--- src/rtl/spi_screen_pkg.sv ---
// spi_screen_pkg
// Shared definitions for the ST7789 panel controller:
//   - state_t      : sequencing states of the top-level controller
//   - CMD_*        : ST7789 command opcodes used by the bring-up sequence
//   - INIT_LEN     : number of {rs,byte} entries in the init ROM
//   - init_rom()   : the init ROM contents as a lookup function
//   - pixel_value(): test-pattern colour generator (RGB565)
package spi_screen_pkg;

    typedef enum logic [2:0] {
        ST_RESET,
        ST_PREPARE,
        ST_WAKEUP,
        ST_SNOOZE,
        ST_INIT,
        ST_PIXELS
    } state_t;

    localparam logic [7:0] CMD_SLPOUT = 8'h11;
    localparam logic [7:0] CMD_MADCTL = 8'h36;
    localparam logic [7:0] CMD_COLMOD = 8'h3A;
    localparam logic [7:0] CMD_INVON  = 8'h21;
    localparam logic [7:0] CMD_CASET  = 8'h2A;
    localparam logic [7:0] CMD_RASET  = 8'h2B;
    localparam logic [7:0] CMD_DISPON = 8'h29;
    localparam logic [7:0] CMD_RAMWR  = 8'h2C;

    localparam int INIT_LEN = 17;

    // Init ROM entry lookup. Bit 8 is the D/C flag (0 = command, 1 = parameter).
    // The CASET/RASET windows place the 240x135 visible area inside the
    // controller's 320x240 RAM (columns 40..279, rows 53..187).
    function automatic logic [8:0] init_rom(input logic [4:0] idx);
        case (idx)
            5'd0:    init_rom = {1'b0, CMD_MADCTL};
            5'd1:    init_rom = {1'b1, 8'h70};
            5'd2:    init_rom = {1'b0, CMD_COLMOD};
            5'd3:    init_rom = {1'b1, 8'h05};
            5'd4:    init_rom = {1'b0, CMD_INVON};
            5'd5:    init_rom = {1'b0, CMD_CASET};
            5'd6:    init_rom = {1'b1, 8'h00};
            5'd7:    init_rom = {1'b1, 8'h28};
            5'd8:    init_rom = {1'b1, 8'h01};
            5'd9:    init_rom = {1'b1, 8'h17};
            5'd10:   init_rom = {1'b0, CMD_RASET};
            5'd11:   init_rom = {1'b1, 8'h00};
            5'd12:   init_rom = {1'b1, 8'h35};
            5'd13:   init_rom = {1'b1, 8'h00};
            5'd14:   init_rom = {1'b1, 8'hBB};
            5'd15:   init_rom = {1'b0, CMD_DISPON};
            5'd16:   init_rom = {1'b0, CMD_RAMWR};
            default: init_rom = {1'b0, CMD_RAMWR};
        endcase
    endfunction

    // Test pattern: coarse x in red, coarse y in green, x^y checkerboard in blue.
    function automatic logic [15:0] pixel_value(input logic [7:0] x, input logic [7:0] y);
        pixel_value = {x[7:3], y[7:2], x[4:0] ^ y[4:0]};
    endfunction

endpackage

--- src/rtl/spi_screen_byte_tx.sv ---
// spi_byte_tx
// Serialises one {rs,byte} pair onto the panel's SPI pins (mode 0, MSB first)
// in a fixed 17-cycle frame:
//   cycle 0..15 : chip select low, each bit gets a low then a high SCK cycle
//   cycle 16    : chip select high, SCK low; a new start is accepted here so
//                 consecutive bytes run back-to-back
// Ports:
//   clk, reset            : clock and synchronous active-high reset
//   start, rs, tx_byte    : request to send tx_byte with D/C flag rs
//   done                  : high during cycle 16 of a frame
//   lcd_clk, lcd_cs,
//   lcd_rs, lcd_data      : registered panel pins
module spi_byte_tx (
    input  logic       clk,
    input  logic       reset,
    input  logic       start,
    input  logic       rs,
    input  logic [7:0] tx_byte,
    output logic       done,
    output logic       lcd_clk,
    output logic       lcd_cs,
    output logic       lcd_rs,
    output logic       lcd_data
);

    logic       active;
    logic [4:0] phase;
    logic [4:0] phase_next;
    logic [7:0] shift;
    logic       last;
    logic       load;

    assign last       = active && (phase == 5'd16);
    assign load       = start && (!active || last);
    assign phase_next = phase + 5'd1;
    assign done       = last;

    // All pins are registered so the panel sees clean, glitch-free edges.
    // Odd phases raise SCK; each even phase presents the next bit, taken from
    // bit 6 of the shift register before it moves left.
    always_ff @(posedge clk) begin
        if (reset) begin
            active   <= 1'b0;
            phase    <= 5'd0;
            shift    <= 8'h00;
            lcd_clk  <= 1'b0;
            lcd_cs   <= 1'b1;
            lcd_rs   <= 1'b1;
            lcd_data <= 1'b0;
        end else if (load) begin
            active   <= 1'b1;
            phase    <= 5'd0;
            shift    <= tx_byte;
            lcd_cs   <= 1'b0;
            lcd_clk  <= 1'b0;
            lcd_rs   <= rs;
            lcd_data <= tx_byte[7];
        end else if (last) begin
            active <= 1'b0;
            phase  <= 5'd0;
        end else if (active) begin
            phase <= phase_next;
            if (phase_next == 5'd16) begin
                lcd_cs  <= 1'b1;
                lcd_clk <= 1'b0;
            end else begin
                lcd_clk <= phase_next[0];
                if (!phase_next[0]) begin
                    lcd_data <= shift[6];
                    shift    <= {shift[6:0], 1'b0};
                end
            end
        end
    end

endmodule

--- src/rtl/spi_screen.sv ---
// spi_screen
// Self-running bring-up and test-pattern generator for an ST7789 SPI panel.
// Sequence: hardware reset pulse, settle delay, SLPOUT, snooze delay, init
// ROM, then an endless RGB565 test pattern written into display RAM.
// Ports:
//   clk        : system clock (27 MHz nominal)
//   resetn     : synchronous reset, active HIGH despite the name
//   lcd_resetn : panel hardware reset, active low
//   lcd_clk    : SPI SCK, idle low
//   lcd_cs     : SPI chip select, active low
//   lcd_rs     : 0 = command byte, 1 = parameter/pixel byte
//   lcd_data   : SPI MOSI, MSB first
module spi_screen
    import spi_screen_pkg::*;
#(
    parameter int T_RESET   = 27000,
    parameter int T_PREPARE = 27000,
    parameter int T_SNOOZE  = 27000,
    parameter int H_PIX     = 240,
    parameter int V_PIX     = 135
) (
    input  logic clk,
    input  logic resetn,
    output logic lcd_resetn,
    output logic lcd_clk,
    output logic lcd_cs,
    output logic lcd_rs,
    output logic lcd_data
);

    localparam logic [24:0] RESET_LEN   = 25'(T_RESET);
    localparam logic [24:0] PREPARE_LEN = 25'(T_PREPARE);
    localparam logic [24:0] SNOOZE_LEN  = 25'(T_SNOOZE);
    localparam logic [7:0]  X_LAST      = 8'(H_PIX - 1);
    localparam logic [7:0]  Y_LAST      = 8'(V_PIX - 1);
    localparam logic [4:0]  ROM_LAST    = 5'(INIT_LEN - 1);

    state_t      state;
    state_t      state_next;
    logic [23:0] delay_cnt;
    logic [24:0] delay_len;
    logic        delay_done;
    logic [4:0]  rom_idx;
    logic [4:0]  rom_sel;
    logic [8:0]  rom_word;
    logic [7:0]  x;
    logic [7:0]  y;
    logic [7:0]  x_next;
    logic [7:0]  y_next;
    logic        x_wrap;
    logic        low_phase;
    logic [15:0] pix_word;
    logic        tx_start;
    logic        tx_rs;
    logic [7:0]  tx_byte;
    logic        tx_done;

    // The delay length depends on which waiting state we are in. A delay is
    // over on the cycle its count reaches length-1, so the following state
    // begins exactly T_* cycles after the delay began.
    always_comb begin
        delay_len = '0;
        case (state)
            ST_RESET:   delay_len = RESET_LEN;
            ST_PREPARE: delay_len = PREPARE_LEN;
            ST_SNOOZE:  delay_len = SNOOZE_LEN;
            default:    delay_len = '0;
        endcase
    end

    assign delay_done = ({1'b0, delay_cnt} + 25'd1) >= delay_len;

    // rom_idx names the entry currently on the wire; the one after it is
    // fetched ahead so it can be launched in the frame's final cycle.
    assign rom_sel  = (state == ST_SNOOZE) ? 5'd0 : rom_idx + 5'd1;
    assign rom_word = init_rom(rom_sel);

    assign x_wrap = (x == X_LAST);
    assign x_next = x_wrap ? 8'd0 : x + 8'd1;
    assign y_next = x_wrap ? ((y == Y_LAST) ? 8'd0 : y + 8'd1) : y;

    // While the low byte of a pixel is on the wire the following launch is
    // the high byte of the next pixel, so its colour comes from the advanced
    // coordinates.
    assign pix_word = low_phase ? pixel_value(x_next, y_next) : pixel_value(x, y);

    // Next-state and byte-launch decode. Every launch happens in the cycle a
    // previous frame finishes (or a delay expires) so the transmitter never
    // idles between bytes of the same phase.
    always_comb begin
        state_next = state;
        tx_start   = 1'b0;
        tx_rs      = 1'b1;
        tx_byte    = 8'h00;
        case (state)
            ST_RESET: begin
                if (delay_done) state_next = ST_PREPARE;
            end
            ST_PREPARE: begin
                if (delay_done) begin
                    state_next = ST_WAKEUP;
                    tx_start   = 1'b1;
                    tx_rs      = 1'b0;
                    tx_byte    = CMD_SLPOUT;
                end
            end
            ST_WAKEUP: begin
                if (tx_done) state_next = ST_SNOOZE;
            end
            ST_SNOOZE: begin
                if (delay_done) begin
                    state_next = ST_INIT;
                    tx_start   = 1'b1;
                    tx_rs      = rom_word[8];
                    tx_byte    = rom_word[7:0];
                end
            end
            ST_INIT: begin
                if (tx_done) begin
                    tx_start = 1'b1;
                    if (rom_idx == ROM_LAST) begin
                        state_next = ST_PIXELS;
                        tx_rs      = 1'b1;
                        tx_byte    = pix_word[15:8];
                    end else begin
                        tx_rs   = rom_word[8];
                        tx_byte = rom_word[7:0];
                    end
                end
            end
            ST_PIXELS: begin
                if (tx_done) begin
                    tx_start = 1'b1;
                    tx_rs    = 1'b1;
                    tx_byte  = low_phase ? pix_word[15:8] : pix_word[7:0];
                end
            end
            default: state_next = ST_RESET;
        endcase
    end

    // State register plus the delay, ROM and pixel counters. The panel reset
    // pin is registered from the next state so it releases on the same edge
    // that leaves RESET and stays released until the next controller reset.
    always_ff @(posedge clk) begin
        if (resetn) begin
            state      <= ST_RESET;
            delay_cnt  <= 24'd0;
            rom_idx    <= 5'd0;
            x          <= 8'd0;
            y          <= 8'd0;
            low_phase  <= 1'b0;
            lcd_resetn <= 1'b0;
        end else begin
            state      <= state_next;
            lcd_resetn <= (state_next != ST_RESET);

            if (state_next != state) begin
                delay_cnt <= 24'd0;
            end else if (state == ST_RESET || state == ST_PREPARE || state == ST_SNOOZE) begin
                delay_cnt <= delay_cnt + 24'd1;
            end

            if (state == ST_SNOOZE && state_next == ST_INIT) begin
                rom_idx <= 5'd0;
            end else if (state == ST_INIT && tx_done && state_next == ST_INIT) begin
                rom_idx <= rom_idx + 5'd1;
            end

            if (state == ST_INIT && state_next == ST_PIXELS) begin
                low_phase <= 1'b0;
            end else if (state == ST_PIXELS && tx_done) begin
                low_phase <= !low_phase;
                if (low_phase) begin
                    x <= x_next;
                    y <= y_next;
                end
            end
        end
    end

    spi_byte_tx u_tx (
        .clk      (clk),
        .reset    (resetn),
        .start    (tx_start),
        .rs       (tx_rs),
        .tx_byte  (tx_byte),
        .done     (tx_done),
        .lcd_clk  (lcd_clk),
        .lcd_cs   (lcd_cs),
        .lcd_rs   (lcd_rs),
        .lcd_data (lcd_data)
    );

endmodule

--- config.mk ---
export PLATFORM = sky130hd
export DESIGN_NAME = spi_screen
export DESIGN_NICKNAME = d
export VERILOG_FILES = /design/src/rtl/spi_screen_pkg.sv /design/src/rtl/spi_screen_byte_tx.sv /design/src/rtl/spi_screen.sv
export SDC_FILE = /design/constraint.sdc
export NUM_CORES = 1
export LEC_CHECK = 0
export ABC_CLOCK_PERIOD_IN_PS = 9400
export BUFFER_PORTS_ARGS = -buffer_cell sky130_fd_sc_hd__buf_2
export CAP_MARGIN = 20
export CORE_MARGIN = 8
export CORE_UTILIZATION = 45
export DETAILED_ROUTE_END_ITERATION = 16
export GPL_TIMING_DRIVEN = 0
export SLEW_MARGIN = 10
export SYNTH_ARGS = -nofsm -noshare
export SYNTH_HDL_FRONTEND = slang
export SYNTH_HIERARCHICAL = 1
export SYNTH_SLANG_ARGS = --single-unit
--- constraint.sdc ---
create_clock -name clk -period 9.4 [get_ports clk]
set_input_delay 0.94 -clock clk [delete_from_list [all_inputs] [get_ports clk]]
set_output_delay 0.94 -clock clk [all_outputs]
set_load 0.02 [all_outputs]
### Word-level counts from Yosys, hierarchy flattened

Memory sizes are Yosys's and may differ from the RTL's.
Cells that the tools add are included.
W data, S select, Z words.

| storage, ports and cells | value |
|---|---|
| word-level logic and storage cells | 116 |
| output and inout port bits | 5 |
| input port bits | 2 |
| memory bits (read-only) | 288 |
| memories | 1 |
| register bits | 67 |

Memory list:

| memory | words | bits a word | read ports | clocked after Yosys merged registers in | write ports | line | source |
|---|---|---|---|---|---|---|---|
| (name not given) | 32 | 9 | 1 | 0 | 0 | spi_screen_pkg.sv:34 | `case (idx)` |

| cells by class | value |
|---|---|
| $add $sub $neg | 6 |
| reductions and logical operators | 29 |
| muxes and demuxes | 45 |
| bitwise logic cells | 4 |
| equal/unequal tests | 16 |
| magnitude comparators | 1 |

Operators with widths:

| cell | count |
|---|---|
| $mux W8 | 8 |
| $mux W7 | 5 |
| $pmux W8 S4 | 1 |
| $add A24 B1 Y25 const B | 1 |
| $ge A25 B25 Y1 | 1 |
| $add A24 B1 Y24 const B | 1 |
| $mux W1 | 18 |
| $mux W3 | 6 |
| $pmux W3 S6 | 1 |
| $add A8 B1 Y8 const B | 2 |
| $eq A8 B8 Y1 const B | 2 |
| $mux W16 | 1 |
| $eq A5 B5 Y1 const B | 3 |
| $mux W15 | 1 |
| $eq A3 B3 Y1 const B | 4 |
| $reduce_or A2 Y1 | 6 |
| $add A5 B1 Y5 const B | 2 |
| $mux W5 | 2 |
| $xor A5 B5 Y5 | 2 |
| $logic_and A1 B1 Y1 | 7 |
| $eq A3 B2 Y1 const B | 2 |
| $reduce_and A3 Y1 | 2 |
| $reduce_bool A2 Y1 | 3 |
| $reduce_or A3 Y1 | 2 |
| other kinds (13) | 18 |

### Depth between registers and ports, before layout

| depth | value |
|---|---|
| depth after elaboration | 10 |
| mapped depth | 16 |
| gate-level depth less buffers | 16 |

### By module

Netlist, hierarchy kept.

By module, submodules not included:

| module | instances | sequential area each (µm²) | area each (µm²) | cells each |
|---|---|---|---|---|
| spi_screen | 1 | 1001.0 | 3777.4 | 495 |
| spi_byte_tx | 1 | 340.3 | 862.1 | 95 |

### Worst setup path before layout

Ideal clock, no wire load.

| timing path | value |
|---|---|
| path type | flip-flop to flip-flop |
| start point | register state[0] |
| end point | register u_tx.shift[0] |
| cell stages (with the launch flop) | 16 |
| path buffers | 1 |
| arrival time | 3634 ps |
| clock period less this slack | 3704 ps |
| library setup time | 70 ps |
| required time | 9330 ps |
| slack | 5696 ps |
| path through | dfxtp_1 > clkbuf_1 > inv_1 > a21oi_1 > clkinv_1 > ha_1 > nor2b_1 > o211ai_1 > a31o_2 > a2111oi_4 > nor3_4 > o31ai_1 > inv_1 > nor2_1 > nand2_1 > a21oi_1 |

| between the ends | value |
|---|---|
| word-level cells in the longest chain between the ends | 9 |
| elaborated cells between the ends (all ways) | 26 |
| those cells by class | 1 x order compare; 7 x eq/ne; 10 x mux; 7 x reduce/logical; 1 x memory |

RTL lines:

| what | line | source |
|---|---|---|
| start: declaration | spi_screen.sv:38 | `state_t state;` |
| start signal: assignment | spi_screen.sv:155 | `state <= state_next;` |
| $eq A3 B2 Y1 (tied with other cells) | spi_screen.sv:63, spi_screen.sv:95 |  |
| $reduce_or A3 Y1 (no source line) | - |  |
| $mux W15 | spi_screen.sv:63 | `case (state)` |
| $ge A25 B25 Y1 | spi_screen.sv:71 | `assign delay_done = ({1'b0, delay_cnt} + 25'd1) >= delay_len;` |
| $mux W1 | spi_screen.sv:100, spi_screen.sv:111 |  |
| $pmux W1 S2 * | spi_screen.sv:95 | `case (state)` |
| via tx_start | spi_screen.sv:53 | `logic tx_start;` |
| $logic_and A1 B1 Y1 * | spi_screen_byte_tx.sv:34 | `assign load = start && (!active \|\| last);` |
| $ne A2 B2 Y1 (no source line) (tied with other cells) | - |  |
| $reduce_and A4 Y1 (no source line) | - |  |
| end signal: assignment | spi_screen_byte_tx.sv:53 | `shift <= tx_byte;` |
| end signal: assignment | spi_screen_byte_tx.sv:70 | `shift <= {shift[6:0], 1'b0};` |
| end: declaration | spi_screen_byte_tx.sv:29 | `logic [7:0] shift;` |

The timed path passes the listed nets; every way through them passes the cells marked *.
A chain may end at the register's enable or synchronous reset.

### Worst setup path in the final report

Ends and elaborated chain as after synthesis.

==> flow_summary.ini <==
[run_status]
status = finished, final reports clean

[cts]
clock_latency_ns = 0.34
postCtsHoldBufs = 0
postCtsResizedCells = 0
numCtsBuffers = 9
cts-htree-levels = 3
clk_pin_slew_ns = 0.07
cts.sinks = 67
post_cts_buffers = 0
cts_root_buf = clkbuf_8
clockBufferDepth = 2
cts_tree = done

[grt]
grt_pass1_vias = 3994
grt_max_degree = 15
grt.overflow.total = 0
grt_pass1_wl_mm = 18.37
grtUsageTotal_pct = 15.74
antenna_found_initial = 0

[sta]
setup_viol_count_final = 0
fin_crit_ns = 4.669
worst_slew_pin_slew_ns = 0.6850
fmax_ghz = 0.2142
relSlewSlack_pct = 53.94
post-route-period-util_pct = 49.67
drv_slew = 0
skew_ns = 0.006167
fin_ws_ns = 4.731
rsz0062_at_grt = no
setup_tns_ns = 0
hold_viol = 0

[route]
wl_per_cell_um = 14.51
firstDrtPassIters = 4
postRouteAntennaNets = 0
via_count = 4233
drc = 0
drt_iter0_markers = 307
viasPerCell = 5.667
finalWirelength_mm = 10.84

[job]
drv_cap = 0

[logic_synthesis]
synth.avg_cell_area_um2 = 7.863
syn_area_mm2 = 0.004639
synth_edf_count = 0
yosys_register_bits = 67
async_reset_ff_share_pct = 0
yosysWarnings = 6
syn_nets = 614
ys.flop_type = dfxtp_1
syn-instance-count = 590
ys_seq_area_share_pct = 28.91
ys_types = 73

[floorplanning]
fp.dieH_um = 117.5
initial_utilization_pct = 45.55
core_mm2 = 0.01018
die_w_um = 117.5
rows = 37
die_area_mm2 = 0.01381
ios = 7

[cells_and_area]
final_cell_mix = nor2_1, dfxtp_1, nand2_1
layout-drive-gt1-share_pct = 8.020
diodes = 0
final_nets = 631
area_delta_synth_final_pct = 8.900
mostFrequentLayoutCell = nor2_1
design_area_mm2 = 0.005052

[critical_path]
crit_required_ns = 9.67
crit-reg2reg-launch = state[0]
cp_slowest_stage_delay_ns = 0.60
slowest_stage = o31ai_1
path_delay_family = compound AO/OA/AOI/OAI gates
crit_path_start = state[0]
cp_num_cells = 15
cp.buffers_inverters = 4
critPathLaunchType = register
crit_type = reg -> reg
reg2reg_depth = 15
reg2reg_slack_ns = 4.73
reg2reg_to = u_tx/shift[0]
end_kind = register
arrival_ns = 4.94
cp-endpoint = u_tx/shift[0]
path_cells = clkbuf_1 > inv_1 > a21oi_1 > clkinv_1 > ha_1 > nor2b_1 > o211ai_1 > a31o_2 > a2111oi_4 > nor3_4 > o31ai_1 > inv_1 > nor2_1 > nand2_1 > a21oi_1
worstPathMaxFanout = 14

[placed_design]
hpwl_mm = 8.164
gp_congestion = 0.9317
pre_cts_ws_ns = 4.738
io_buffers = 6
post_dp_cell_area_mm2 = 0.004840

[min_path]
hp-class = reg -> reg

[pwr]
p_leak_nw = 1.885
ir_worst_vdd_uv = 62.21
power_density_mw_per_mm2 = 109.7
-- routing by layer --
metal  up-vias  part of all wire, %  wire length, µm  track usage (%)
met5         -                    0                0                0
met2        78                   48             5204            26.97
met1      1993                   46             5018            18.72
met4         0                  2.7              293            8.006
li1       2136                    -                -                -
met3        26                  3.0              320            2.350
-- metrics by stage --
step	hold slack, ns	util [%]	power (W)	std cells
2_1_floorplan	0.4610	-	0.0003000	590
3_3_place_gp	0.4759	47.52	0.0003036	732
3_5_place_dp	0.4827	47.52	0.0003041	732
5_1_grt	0.5091	49.61	0.0005773	747
6_report	0.4920	49.61	0.0005544	747
4_1_cts	0.4966	49.61	0.0005635	747
-- state kept, by name, indices dropped and copies added, names as in the netlist, 3 cells and up --
register    flops
u_tx/phase      5
delay_cnt      24
state           3
rom_idx         5
y               8
x               8
u_tx/shift      7
-- cell type report --
cell class	instances	area, µm²
Clock buffer	14	182.7
Fill cell	1039	5132
Tap cell	136	170.2
Timing Repair Buffer	6	30.03
Inverter	14	52.55
Multi-Input combinational cell	478	3097
Sequential cell	67	1341
Buffer	31	148.9
Clock inverter	1	30.03
-- worst min-delay path: cells and delay by family (launching register included) --
kind / cells / cell delay, ns
flip-flops: 1 / 0.31
AO/OA/AOI/OAI: 2 / 0.13
-- power breakdown --
group           total, W  leakage, nW  switching (W)  internal [W]
sequential      0.000286        0.540     0.00000142      0.000285
combinational  0.0000110         1.24     0.00000758    0.00000345
clock           0.000257        0.109       0.000107      0.000150
total           0.000554         1.89       0.000116      0.000439
-- synthesized netlist by cell type, drive strengths merged (3+ instances only) --
library cell | number | share of area [%]
nor2 | 91 | 7.8
dfxtp | 67 | 29
nand2 | 59 | 4.9
xor2 | 39 | 7.4
a21oi | 32 | 3.5
nand3 | 30 | 3.5
nor3 | 23 | 2.9
xnor2 | 23 | 4.3
ha | 22 | 5.9
o21ai | 22 | 2.5
clkbuf | 21 | 1.7
inv | 13 | 1.1
nand4 | 13 | 2.1
o211ai | 11 | 1.8
buf | 10 | 1.5
a31oi | 7 | 0.94
and2 | 7 | 0.97
and3 | 6 | 0.81
and4 | 6 | 1.1
mux2i | 6 | 1.3
a221oi | 5 | 0.94
a311oi | 5 | 0.94
a32oi | 5 | 0.94
nor4 | 5 | 1.1
nand2b | 4 | 0.70
o21a | 4 | 0.65
o31ai | 4 | 0.65
a211oi | 3 | 0.49
a22oi | 3 | 0.49
nand4b | 3 | 0.57
nor2b | 3 | 0.40
nor3b | 3 | 0.49
o22ai | 3 | 0.40
or2 | 3 | 0.40
-- cells by family (layout without fill, tap and decap cells) --
| kind of cell | Yosys count | in the layout | synth area share [%] |
|---|---|---|---|
| xor+xnor | 62 | 62 | 11.70 |
| buf+inv | 45 | 66 | 4.342 |
| fa+ha+maj | 22 | 22 | 5.933 |
| simple gates | 266 | 266 | 29.64 |
| mux | 6 | 6 | 1.295 |
| compound gates | 122 | 122 | 18.18 |
| flops | 67 | 67 | 28.91 |
-- worst min path at each step --
stage	end	cells past startpoint	start	slack, ns
detailed placement	u_tx/shift[5]	2	u_tx/shift[4]	0.48
CTS	u_tx/lcd_data	2	u_tx/lcd_data	0.50
global placement	u_tx/shift[0]	2	u_tx/shift[0]	0.48
global route	u_tx/shift[4]	2	u_tx/shift[3]	0.51
finish	u_tx/lcd_data	2	u_tx/lcd_data	0.49
floorplan	u_tx/shift[4]	2	u_tx/shift[3]	0.46
(Power assumes the default switching activity.)
